File: config.mk
export PLATFORM = sky130hd
export DESIGN_NAME = usbf_func_seq
export DESIGN_NICKNAME = d
export VERILOG_FILES = /design/src/rtl/usbf_func_seq.sv
export SDC_FILE = /design/constraint.sdc
export NUM_CORES = 1
export LEC_CHECK = 0
export CORE_ASPECT_RATIO = 1.2
export CORE_MARGIN = 2
export CORE_UTILIZATION = 48
export CTS_CLUSTER_DIAMETER = 30
export DETAILED_ROUTE_END_ITERATION = 6
export GPL_ROUTABILITY_DRIVEN = 0
export PLACE_DENSITY = 0.83
export RECOVER_POWER = 50
export SETUP_SLACK_MARGIN = 0.05
export SLEW_MARGIN = 20
export SYNTH_ARGS = -nofsm -noshare
export SYNTH_HDL_FRONTEND = slang
export SYNTH_SLANG_ARGS = --single-unit
File: constraint.sdc
create_clock -name clk_i -period 3.55 [get_ports clk_i]
set_clock_uncertainty 0.05 [all_clocks]
set_input_delay 0.71 -clock clk_i [delete_from_list [all_inputs] [get_ports clk_i]]
set_output_delay 0.71 -clock clk_i [all_outputs]
set_load 0.03 [all_outputs]
File: src/rtl/usbf_func_seq.sv
// usbf_func_seq: Wishbone master that programs the USB function core after reset and services its interrupts.
// Latency: 2 cycles per zero-wait access; 2+4*NUM_EP init accesses; interrupt to ev_valid_o in 6 cycles.
// Backpressure: wb_stb_o held until ack or timeout; events held on ev_valid_o until ev_ready_i.
module usbf_func_seq #(
  parameter int                   NUM_EP       = 2,
  parameter int                   ADDR_W       = 18,
  parameter logic [NUM_EP*32-1:0] EP_CSR_INIT  = {32'h04050A00, 32'h00030A00},
  parameter logic [NUM_EP*32-1:0] EP_INT_INIT  = {NUM_EP{32'h3F3F0000}},
  parameter logic [NUM_EP*32-1:0] EP_BUF0_INIT = {32'h02002000, 32'h02000000},
  parameter logic [NUM_EP*32-1:0] EP_BUF1_INIT = {32'h02003000, 32'h02001000},
  parameter logic [31:0]          INT_MSK_INIT = 32'h000000FF,
  parameter int                   WB_TIMEOUT   = 255
) (
  input  logic              clk_i,
  input  logic              rst_i,
  output logic [ADDR_W-1:0] wb_addr_o,
  output logic [31:0]       wb_data_o,
  input  logic [31:0]       wb_data_i,
  input  logic              wb_ack_i,
  output logic              wb_we_o,
  output logic              wb_stb_o,
  output logic              wb_cyc_o,
  input  logic              inta_i,
  input  logic              intb_i,
  output logic              ev_valid_o,
  input  logic              ev_ready_i,
  output logic [1:0]        ev_ep_o,
  output logic [31:0]       ev_status_o,
  output logic              ready_o,
  output logic              err_o,
  output logic [7:0]        err_cnt_o
);

  localparam logic [2:0] S_INIT_WR = 3'd0;
  localparam logic [2:0] S_WB_WAIT = 3'd1;
  localparam logic [2:0] S_IDLE    = 3'd2;
  localparam logic [2:0] S_RD_SRC  = 3'd3;
  localparam logic [2:0] S_DECODE  = 3'd4;
  localparam logic [2:0] S_RD_EP   = 3'd5;
  localparam logic [2:0] S_EV_HOLD = 3'd6;

  localparam logic [1:0] OP_INIT = 2'd0;
  localparam logic [1:0] OP_SRC  = 2'd1;
  localparam logic [1:0] OP_EP   = 2'd2;

  localparam logic [4:0]  LAST_IDX = 5'(2 + 4*NUM_EP - 1);
  localparam logic [15:0] TO_LAST  = 16'(WB_TIMEOUT - 1);

  // Parameter vectors widened to four endpoints so the slice index never leaves the vector.
  localparam logic [127:0] CSR_V  = 128'(EP_CSR_INIT);
  localparam logic [127:0] INT_V  = 128'(EP_INT_INIT);
  localparam logic [127:0] BUF0_V = 128'(EP_BUF0_INIT);
  localparam logic [127:0] BUF1_V = 128'(EP_BUF1_INIT);

  logic [2:0]        state_q;
  logic [1:0]        op_q;
  logic [4:0]        idx_q;
  logic [1:0]        ep_q;
  logic              src_reinit_q;
  logic [NUM_EP-1:0] src_ep_q;
  logic [15:0]       to_cnt_q;

  logic [3:0]  ep_step;
  logic [7:0]  init_addr;
  logic [31:0] init_data;
  logic        ep_hit;
  logic [1:0]  ep_sel;

  // Address/data of init step idx_q: FA first, then four registers per endpoint, INT_MSK last.
  always_comb begin
    ep_step   = 4'(idx_q - 5'd1);
    init_addr = {2'b01, ep_step, 2'b00};
    init_data = '0;
    if (idx_q == 5'd0) begin
      init_addr = 8'h04;
    end else if (idx_q == LAST_IDX) begin
      init_addr = 8'h08;
      init_data = INT_MSK_INIT;
    end else begin
      case (ep_step[1:0])
        2'd0:    init_data = CSR_V[{ep_step[3:2], 5'd0} +: 32];
        2'd1:    init_data = INT_V[{ep_step[3:2], 5'd0} +: 32];
        2'd2:    init_data = BUF0_V[{ep_step[3:2], 5'd0} +: 32];
        default: init_data = BUF1_V[{ep_step[3:2], 5'd0} +: 32];
      endcase
    end
  end

  // Lowest-numbered endpoint with a pending interrupt bit.
  always_comb begin
    ep_hit = 1'b0;
    ep_sel = 2'd0;
    for (int n = 0; n < NUM_EP; n++) begin
      if (src_ep_q[n] && !ep_hit) begin
        ep_hit = 1'b1;
        ep_sel = 2'(n);
      end
    end
  end

  // Sequencer: issues one Wishbone access at a time and walks init / interrupt service.
  always_ff @(posedge clk_i or posedge rst_i) begin
    if (rst_i) begin
      state_q      <= S_INIT_WR;
      op_q         <= OP_INIT;
      idx_q        <= '0;
      ep_q         <= '0;
      src_reinit_q <= 1'b0;
      src_ep_q     <= '0;
      to_cnt_q     <= '0;
      wb_addr_o    <= '0;
      wb_data_o    <= '0;
      wb_we_o      <= 1'b0;
      wb_stb_o     <= 1'b0;
      wb_cyc_o     <= 1'b0;
      ev_valid_o   <= 1'b0;
      ev_ep_o      <= '0;
      ev_status_o  <= '0;
      ready_o      <= 1'b0;
      err_o        <= 1'b0;
      err_cnt_o    <= '0;
    end else begin
      case (state_q)
        S_INIT_WR: begin
          wb_addr_o <= ADDR_W'(init_addr);
          wb_data_o <= init_data;
          wb_we_o   <= 1'b1;
          wb_stb_o  <= 1'b1;
          wb_cyc_o  <= 1'b1;
          op_q      <= OP_INIT;
          to_cnt_q  <= '0;
          state_q   <= S_WB_WAIT;
        end
        S_WB_WAIT: begin
          if (wb_ack_i) begin
            wb_we_o  <= 1'b0;
            wb_stb_o <= 1'b0;
            wb_cyc_o <= 1'b0;
            case (op_q)
              OP_INIT: begin
                if (idx_q == LAST_IDX) begin
                  ready_o <= 1'b1;
                  state_q <= S_IDLE;
                end else begin
                  idx_q   <= idx_q + 5'd1;
                  state_q <= S_INIT_WR;
                end
              end
              OP_SRC: begin
                src_reinit_q <= wb_data_i[28] | wb_data_i[25];
                src_ep_q     <= wb_data_i[NUM_EP-1:0];
                state_q      <= S_DECODE;
              end
              default: begin
                ev_valid_o  <= 1'b1;
                ev_ep_o     <= ep_q;
                ev_status_o <= wb_data_i;
                state_q     <= S_EV_HOLD;
              end
            endcase
          end else if (to_cnt_q == TO_LAST) begin
            // Slave is unresponsive: abandon the access and bring the core up again.
            wb_we_o  <= 1'b0;
            wb_stb_o <= 1'b0;
            wb_cyc_o <= 1'b0;
            err_o    <= 1'b1;
            if (err_cnt_o != 8'hFF) err_cnt_o <= err_cnt_o + 8'd1;
            ready_o  <= 1'b0;
            idx_q    <= '0;
            state_q  <= S_INIT_WR;
          end else begin
            to_cnt_q <= to_cnt_q + 16'd1;
          end
        end
        S_IDLE: begin
          if (inta_i || intb_i) state_q <= S_RD_SRC;
        end
        S_RD_SRC: begin
          wb_addr_o <= ADDR_W'(8'h0C);
          wb_data_o <= '0;
          wb_we_o   <= 1'b0;
          wb_stb_o  <= 1'b1;
          wb_cyc_o  <= 1'b1;
          op_q      <= OP_SRC;
          to_cnt_q  <= '0;
          state_q   <= S_WB_WAIT;
        end
        S_DECODE: begin
          // Bus reset / attach outrank endpoint bits, which are dropped with the re-init.
          if (src_reinit_q) begin
            ready_o <= 1'b0;
            idx_q   <= '0;
            state_q <= S_INIT_WR;
          end else if (ep_hit) begin
            ep_q    <= ep_sel;
            state_q <= S_RD_EP;
          end else begin
            state_q <= S_IDLE;
          end
        end
        S_RD_EP: begin
          wb_addr_o <= ADDR_W'({2'b01, ep_q, 4'h4});
          wb_data_o <= '0;
          wb_we_o   <= 1'b0;
          wb_stb_o  <= 1'b1;
          wb_cyc_o  <= 1'b1;
          op_q      <= OP_EP;
          to_cnt_q  <= '0;
          state_q   <= S_WB_WAIT;
        end
        S_EV_HOLD: begin
          if (ev_ready_i) begin
            ev_valid_o <= 1'b0;
            state_q    <= S_IDLE;
          end
        end
        default: state_q <= S_INIT_WR;
      endcase
    end
  end

endmodule

After elaboration in Yosys (flattened, before gate mapping)
Index checks and enable logic that the tools add are counted.
{"block": "totals", "reg_bits": 128, "in_bits": 38, "out_inout_bits": 98, "wordCells": 122}
{"block": "classes", "add_sub_neg": 4, "n_eq_ne": 23, "n_shift": 4, "n_mux": 42, "bitwise": 4, "reduce_logical": 28}
{"op": "$shiftx 128x8->32 const A", "n": 4}
{"op": "$pmux 32 s3", "n": 1}
{"op": "$mux 32", "n": 2}
{"op": "$pmux 32 s2", "n": 1}
{"op": "$pmux 18 s3", "n": 1}
{"op": "$mux 16", "n": 2}
{"op": "$pmux 16 s2", "n": 1}
{"op": "$mux 5", "n": 5}
{"op": "$mux 3", "n": 6}
{"op": "$reduce_and 3->1", "n": 6}
{"op": "$add 16x1->16 const B", "n": 1}
{"op": "$eq 16x8->1 const B", "n": 1}
{"op": "$pmux 3 s5", "n": 1}
{"op": "$mux 7", "n": 2}
{"op": "$ne 2x2->1 const B", "n": 7}
{"op": "$mux 1", "n": 12}
{"op": "$pmux 5 s2", "n": 1}
{"op": "$reduce_and 5->1", "n": 2}
{"op": "$eq 3x3->1 const B", "n": 3}
{"op": "$ne 3x3->1 const B", "n": 3}
{"op": "$add 8x1->8 const B", "n": 1}
{"op": "$ne 8x8->1 const B", "n": 1}
{"op": "$reduce_and 4->1", "n": 2}
{"op": "$reduce_bool 2->1", "n": 4}
{"op": "other kinds (25)", "n": 35}

Logic depth before layout (Yosys ltp)
{"block": "depth", "ltp_word": 7, "ltp_mapped": 8, "depth_no_buf": 7}

Worst setup path after synthesis
OpenSTA, ideal clock, no wires.
{"block": "synth_timing", "path_type": "register -> register", "start": "register to_cnt_q[8]", "end": "register err_cnt_o[7]", "setup_ns": 0.080, "arrival_ns": 2.365, "required_time_ns": 3.420, "setup_slack_ns": 1.055, "stages_incl_launch_ff": 6, "n_path_buf": 0, "synth_period_minus_slack_ns": 2.495, "cell_sequence": "dfrtp_1 -> or4_4 -> or4_4 -> or4_4 -> nor3_2 -> xor2_1"}
{"block": "synth_between", "elab_chain_len": 2}
{"element": "start: declaration", "line_no": "61", "text": "logic [15:0] to_cnt_q;"}
{"element": "start signal: assignment", "line_no": "172", "text": "to_cnt_q <= to_cnt_q + 16'd1;"}
{"element": "$eq 16x8->1", "line_no": "161", "text": "end else if (to_cnt_q == TO_LAST) begin"}
{"element": "$reduce_and 4->1 (no line)"}
{"element": "end signal: assignment", "line_no": "167", "text": "if (err_cnt_o != 8'hFF) err_cnt_o <= err_cnt_o + 8'd1;"}
{"element": "end: declaration", "line_no": "31", "text": "output logic [7:0] err_cnt_o"}
Every way passes these cells.
A chain may end at the register's enable or synchronous reset.

Worst setup path in the final report
{"block": "layout_timing", "start": "register to_cnt_q[8]", "end": "register to_cnt_q[13]"}
{"block": "layout_between", "elab_chain_len": 4, "elab_cells_between_ends": 7, "cone_classes": "1 x add/sub; 2 x eq/ne; 3 x mux; 1 x reduce/logical"}
{"element": "$add 16x1->16", "line_no": "172"}
{"element": "$mux 16", "line_no": "161"}
{"element": "$mux 16", "line_no": "135", "text": "if (wb_ack_i) begin"}
{"element": "$pmux 16 s2", "line_no": "123", "text": "case (state_q)"}
Parallel ways exist; a longest one is shown, timed or not. The select of a mux whose other input is x is not followed.

==> results.py <==
metrics = {
    "timing": {
        "max_slew_margin": -0.3320,
        "tns_ns": 0,
        "rsz0062_at_grt": "no",
        "hold_viol": 0,
        "fin_crit_sh": 0.8143,
        "worst_slew_pin_slew_ns": 1.987,
        "finalCriticalPeriod_ns": 2.891,
        "maxSlewViolCount": 46,
        "fmax_mhz": 345.9,
        "setup_violations": 0,
    },
    "clocking": {
        "clockRootBuffer": "clkbuf_16",
        "ctsHoldBuffers": 0,
        "cts_tree": "built",
        "ctsResizeCount": 0,
        "cts_sinks": 90,
        "clockBufferDepth": 2,
        "cts_buffers": 9,
        "clk_latency_ns": 0.34,
        "clk_pin_slew_ns": 0.06,
        "htreeDepth": 3,
        "cts_setup_buffers": 0,
    },
    "min_path": {
        "min_path_cells": 1,
        "hp-class": "reg2reg",
    },
    "layout": {
        "final_util": 0.6368,
        "multi_input_area_sq_um": 2048,
        "drive_above_1_share": 0.1200,
        "nFillCells": 781,
        "final_net_count": 593,
        "layout-area-overhead-vs-synth_pct": 30.11,
        "insertedDiodeCount": 0,
        "regArea_sq_um": 2252,
    },
    "routing": {
        "post_drt_wl_per_cell_um": 15.42,
        "drt_iter0_markers": 274,
        "via_count": 3698,
        "drc": 0,
        "wirelength_um": 10380,
        "viasPerCell": 5.495,
        "dr.pass1.iters": 5,
        "dr_wl_met2_um": 5328,
        "wl_met3_um": 670,
        "antenna_left": 0,
        "routed.top_layer": "met4",
        "wl_met1_um": 4200,
    },
    "logic_synthesis": {
        "avgSynthCellArea_sq_um": 10.34,
        "synthMostInstantiatedCell": "dfrtp_1",
        "synth_area_sq_um": 4633,
        "synth_flop_cell": "dfrtp_1",
        "ys_seq_elements": 90,
        "synth_edf_count": 0,
        "synth_common_cells": "dfrtp_1, nand2_1, buf_4, o21ai_0, mux2_2",
        "synth.distinct_cells": 58,
        "yosys.area.top_type": "dfrtp_1",
        "yosys_warnings": 0,
        "synth_top_cell_area_share": 0.4861,
        "async_reset_ff_frac": 1.000,
        "synth_area_leaders": "dfrtp_1, mux2_2, buf_4",
        "synthCells": 448,
        "yosysSeqAreaShare": 0.4861,
    },
    "global_routing": {
        "antenna_found_initial": 0,
        "grt_pass1_wl_um": 16700,
        "grt_pass1_vias": 3534,
        "grtUsageTotal": 0.2001,
        "overflow": 0,
        "grt_max_degree": 47,
    },
    "critical_path": {
        "worstPathMaxFanout": 18,
        "reg2reg_depth": 5,
        "startpoint_type": "register",
        "setup.worst_path.end_class": "register",
        "critPathArrivalTime_ns": 3.06,
        "critical_path_class": "reg2reg",
        "worst-endpoint-required_ns": 3.72,
    },
    "placed_design": {
        "dp_hpwl_um": 7424,
        "io_buffers": 113,
    },
    "pwr": {
        "p_leak_uw": 0.002695,
        "pwr_density_cell_nw_per_um2": 617.6,
        "irDropWorstVdd_v": 0.0002731,
    },
    "floorplanning": {
        "num_rows": 39,
        "core-area_sq_um": 9467,
        "die_h_um": 111.6,
        "io_pins": 136,
        "start_util": 0.4894,
        "die_w_um": 93.69,
        "dieArea_sq_um": 10460,
    },
    "run": {
        "cap_viol_max_count": 1,
    },
    "outcome": {
        "status": "finished, violations left",
        "violations": "max-capacitance violations, max-slew violations",
    },
}
[critical path, stage by stage, from the launching register on]
cell and delay, ns:
dfrtp_1 0.45, or4_4 0.56, or4_1 0.72, o311ai_4 0.67, o21ai_0 0.21, o41ai_1 0.10
[path summary, 6_finish.rpt]
path | slack, ns | start | endpoint
worst max-delay path | 0.66 | to_cnt_q[8]$_DFFE_PP0P_ | to_cnt_q[13]$_DFFE_PP0P_
worst min-delay path | 0.43 | wb_addr_o[2]$_DFFE_PP0N_ | wb_addr_o[2]$_DFFE_PP0N_
max in group asynchronous | 0.88 | rst_i | ev_status_o[6]$_DFFE_PP0P_
worst max register to register | 0.66 | to_cnt_q[8]$_DFFE_PP0P_ | to_cnt_q[13]$_DFFE_PP0P_
min in group asynchronous | 1.28 | rst_i | ev_status_o[11]$_DFFE_PP0P_
worst min register to register | 0.43 | wb_addr_o[2]$_DFFE_PP0N_ | wb_addr_o[2]$_DFFE_PP0N_
[layer usage]
metal / vias to the layer above / track usage
met3: 13 / 0.05954
met1: 1817 / 0.2452
met4: 0 / 0.07246
li1: 1736 / -
met5: - / 0
met2: 132 / 0.3333
[layout make-up]
cell class,count,share of cell area
Multi-Input combinational cell,309,0.3398
Tap cell,123,0.02553
Inverter,15,0.009548
Sequential cell,90,0.3736
Timing Repair Buffer,120,0.1961
Clock buffer,10,0.03964
Clock inverter,6,0.01577
[flip-flops by register name (all words and copies together), names as in the netlist, 2 cells and up]
register     flops
idx_q            5
err_cnt_o        8
op_q             2
src_ep_q         2
wb_data_o        9
ev_status_o     32
wb_addr_o        5
state_q          3
to_cnt_q        16
[cell usage in the layout (no fill, tap or decap), types with 3 or more instances in the layout]
cell type	n
clkbuf_16	9
clkbuf_1	3
a21boi_0	3
mux2_2	35
a21oi_1	19
xnor2_1	7
o21ai_0	36
dfrtp_1	90
nand2_1	39
conb_1	22
nor2b_1	3
clkdlybuf4s50_1	98
ha_1	9
nand3_1	14
xor2_1	3
inv_1	13
dlygate4sd3_1	15
a22o_1	7
o41ai_1	6
a31oi_1	7
and2_1	3
o21a_1	3
nand4_1	4
nand3b_1	4
nor3_1	6
o31ai_1	11
nor2_1	26
nand2b_1	5
[cell families after synthesis]
| group | after synthesis | share of synthesized area |
|---|---|---|
| adders and majority gates | 10 | 0.02863 |
| xor gates and xnor gates | 10 | 0.01890 |
| DFF | 90 | 0.4861 |
| muxes | 37 | 0.08939 |
| buffers and inverters | 70 | 0.08803 |
| AOI/OAI and AO/OA | 104 | 0.1450 |
| and+or+nand+nor | 126 | 0.1431 |
| other | 1 | 0.0008094 |
[through the flow]
stage	hold WS (ns)	cells	instance area, sq um	power (uW)	setup WS, ns
finish	0.4308	673	6028	3723	0.6594
detailed placement	0.4230	657	5712	2693	0.8076
CTS	0.4422	673	6046	3755	0.8190
global placement	0.4027	657	5712	2648	0.8432
global route	0.4518	673	6028	3926	0.3331
floorplan	0.3851	469	4712	2282	0.4547
[power breakdown]
part	internal (uW)	switching, uW
logic	537	801
registers	1150	172
clock network	643	414
total	2340	1390
(Power assumes the default switching activity.)
==> RTL change 1 (config.mk and constraints unchanged) <==
Compare `idx_q` against `LAST_IDX` with >= in place of ==.
--- a/src/rtl/usbf_func_seq.sv
+++ b/src/rtl/usbf_func_seq.sv
@@ -75,3 +75,3 @@
       init_addr = 8'h04;
-    end else if (idx_q == LAST_IDX) begin
+    end else if (idx_q >= LAST_IDX) begin
       init_addr = 8'h08;
Check against the original RTL: same outputs for any inputs over 10 cycles, from zero or initial values and one cycle with rst_i high; that may be too few to reach the edited logic, so the function may still have changed.
==> RTL change 1 against the unedited design <==
  * Largest power group unchanged
  * Die area down 1.3%
  * Synthesized area fell by 1.3%
  * Cell area is 1.1% lower
  * Total power is 3.9% higher
  * Worst setup slack better by 160 ps
  * The run still ends with capacitance limit, slew limit left
  * Maximum frequency rose by 5.9%
  * Routed wire length fell by 2.7%
  * Sequential cell count stayed put
  * Largest cell class unchanged
==> RTL change 1: results (changes against the unedited design) <==
global_route:
  use_met1_pct: 24.9  # +0.42 points
  grt_pass1_wl_mm: 16.7  # about the same
  grt_util_met2_pct: 32.8  # -0.58 points
  use_met3_pct: 6.80  # +0.84 points
  grt.total_usage_pct: 20.1  # +0.092 points
  grt_start_max_net_pins: 51  # +8.5%
synth:
  synth_top_cells_by_area: "dfrtp_1 49%, mux2_2 8.9%, buf_4 6.2%, o21ai_0 4.3%, nand2_1 3.5%"
  synthTopCellsByCount: "90 x dfrtp_1, 43 x nand2_1, 39 x o21ai_0"
  synth_seq_area_share_pct: 49.3  # +0.65 points
  synthAdderAreaFrac_pct: 2.90  # +0.038 points
  synth_xor_area_share_pct: 1.72  # -0.17 points
  ys_types: 53  # -8.6%
hold_path:
  hp-start: "wb_data_o[17]$_DFFE_PP0P_"
power_and_ir_drop:
  leakagePower_nw: 2.72  # +0.91%
  peakVddDrop_mv: 0.428  # +57%
  p_per_area_mw_per_mm2: 649  # +5.0%
  pg_seq_mw: 1.37  # +3%
final_layout:
  multi_input_area_share_pct: 33.7  # -0.29 points
  stdcell_count: 664  # -1.3%
  nonClockInverterCount: 9  # -6
  buffers: 118  # -1.7%
  fillers: 749  # -4.1%
  nets: 584  # -1.5%
  buffer_area_share_pct: 19.8  # +0.16 points
  nClkBuffers: 11  # +1
  multi_input_cells: 308  # -0.32%
detailed_routing:
  routed_wirelength_mm: 10.1  # -2.7%
  wl_met3_um: 807  # +20%
  dr_wl_met2_mm: 4.99  # -6.4%
  viasPerCell: 5.46  # -0.56%
critical_path:
  max_stage_delay_ps: 580  # -140 ps
  crit_slowest_cell: "or4_4"
  critPathMaxFanout: 14  # -4
  cp.arrival_ps: 2850  # -210 ps
placed_design:
  place_ws_ps: 790  # -17.4 ps
timing:
  drv_slew: 50  # +8.7%
flow_run:
  cap_violations: 1  # unchanged
outcome:
  violations: "capacitance limit, slew limit"
  outcome: "finished with violations"
[RTL change 1: cell count changes in the layout (fill, tap and decap cells not counted), moves of 4 or more]
cell	change
a21oi_1	-10
clkdlybuf4s50_1	-12
dlygate4sd3_1	+12
inv_1	-4
nand2_1	+4
nand3_1	+6
nand4_1	+4
[RTL change 1: cells by family after synthesis]
group / after synthesis
simple gates: 139
buf+inv: 65
mux: 38
fa+ha+maj: 10
compound gates: 90
flops: 90
other cells: 1
xor+xnor: 9
[RTL change 1: path summary, 6_finish.rpt]
check                                              end  slack, ps  cells after the start
min in group asynchronous  ev_status_o[26]$_DFFE_PP0P_       1380                      2
setup / recovery              to_cnt_q[13]$_DFFE_PP0P_        820                      5
setup reg to reg              to_cnt_q[13]$_DFFE_PP0P_        820                      5
max in group asynchronous    wb_data_o[25]$_DFFE_PP0P_        880                      3
hold / removal               wb_data_o[17]$_DFFE_PP0P_        420                      2
hold reg to reg              wb_data_o[17]$_DFFE_PP0P_        420                      2
==> RTL change 2 (same flow settings) <==
Made on the original files. The parameter `ADDR_W` goes from 18 to 36.
--- a/src/rtl/usbf_func_seq.sv
+++ b/src/rtl/usbf_func_seq.sv
@@ -5,3 +5,3 @@
   parameter int                   NUM_EP       = 2,
-  parameter int                   ADDR_W       = 18,
+  parameter int                   ADDR_W       = 36,
   parameter logic [NUM_EP*32-1:0] EP_CSR_INIT  = {32'h04050A00, 32'h00030A00},
Interface: changed (resized wb_addr_o); port bits go from 136 to 154. The function was not compared with the original's and may differ.
==> RTL change 2 against the unedited design <==
  * The flow still finishes with violations (capacitance limit, slew limit)
  * Sequential cell count stayed put
  * First-iteration DRC count decreased by 22%
  * Cell area rose by 0.98%
  * Routed wire length is 1.4% higher
  * Critical path depth unchanged
  * Worst setup slack improved by 130 ps
  * Total power down 1.6%
  * Synthesized area grew 2.9%
==> RTL change 2: results (changes against the unedited design) <==
critical_path:
  cp.arrival_ps: 2930  # -130 ps
  critPathMaxFanout: 18  # unchanged
  worst-r2r-setup-slack_ps: 780  # +130 ps
  max_stage_delay_ps: 620  # -100 ps
  crit_slowest_cell: "or4_4"
power_and_ir_drop:
  pg_clk_uw: 989  # -7%
  pwr-share-comb_pct: 36.9  # +0.9 points
  total_power_mw: 3.67  # -1.6%
  peakVddDrop_mv: 0.297  # +8.8%
  leakagePower_nw: 2.77  # +3.0%
placed_design:
  dpl.cell_count: 676  # +2.9%
  hpwl_mm: 7.85  # +5.7%
  place_ws_ps: 689  # -118 ps
detailed_routing:
  drt_iter0_drc: 215  # -22%
  dr_wl_met2_mm: 5.64  # +5.8%
  dr_total_vias: 3740  # +1.1%
  met1_length_mm: 4.04  # -3.8%
  viasPerCell: 5.40  # -1.6%
  first_pass_iters: 4  # -1
  routed_wirelength_mm: 10.5  # +1.4%
final_layout:
  nets: 612  # +3.2%
  buffers: 121  # +0.83%
  multi_input_cells: 327  # +5.8%
  fillers: 772  # -1.2%
  multiInputGateArea_mm2: 0.00212  # +3.5%
  layout-drive-gt1-share_pct: 12.0  # -0.049 points
  nClkBuffers: 11  # +1
  clk_share_pct: 5.16  # -0.38 points
timing:
  period_share_pct: 77.9  # -3.5 points
  whs_ps: 432  # +1.30 ps
  tightest_slew_ps: 2170  # +183 ps
  drv_slew: 52  # +13%
global_route:
  grt_util_met2_pct: 37.1  # +3.8 points
  grt.total_usage_pct: 20.5  # +0.49 points
  use_met3_pct: 3.79  # -2.2 points
  grt_start_max_net_pins: 52  # +11%
  use_met1_pct: 23.7  # -0.84 points
  grt_pass1_wl_mm: 17.4  # +4.2%
hold_path:
  min_to: "wb_data_o[13]$_DFFE_PP0P_"
  min_path_cells: 2  # +1
synth:
  synth_xor_area_share_pct: 1.84  # -0.054 points
  avgSynthCellArea_um2: 10.2  # -1.1%
  synthTopCellsByCount: "90 x dfrtp_1, 56 x buf_4, 39 x nand2_1"
  synth_top_cells_by_area: "dfrtp_1 47%, buf_4 8.8%, mux2_2 8.3%, o21ai_0 3.8%, nand2_1 3.1%"
  synthAdderAreaFrac_pct: 2.78  # -0.081 points
  synthMuxAreaShare_pct: 8.69  # -0.25 points
outcome:
  outcome: "finished with violations"
  violations: "capacitance limit, slew limit"
clock_network:
  clk_pin_slew_ps: 70
flow_run:
  cap_violations: 1  # unchanged
==> RTL change 2: cell count changes after synthesis, sizes merged <==
cell and delta:
buf +18
==> RTL change 2: logic make-up (layout without fill, tap and decap cells) <==
family | count (synthesis) | after routing
XOR/XNOR | 10 | 10
multiplexers | 37 | 37
adder cells (fa/ha/maj) | 10 | 10
AND/OR/NAND/NOR | 126 | 126
buffers and inverters | 88 | 152
other | 1 | 40
AO/OA/AOI/OAI | 104 | 104
flip-flops | 90 | 90
==> RTL change 2: critical path, delay by kind of cell (launching register included) <==
kind | cells | cell delay, ps
compound gates | 3 | 940
flops | 1 | 460
simple gates | 2 | 1190
==> RTL change 2: through the flow <==
stage	cell area (µm²)	util (%)
global route	6090	63.3
detailed placement	5790	60.2
finish	6090	63.3
CTS	6100	63.5
global placement	5790	60.2
floorplan	4910	-
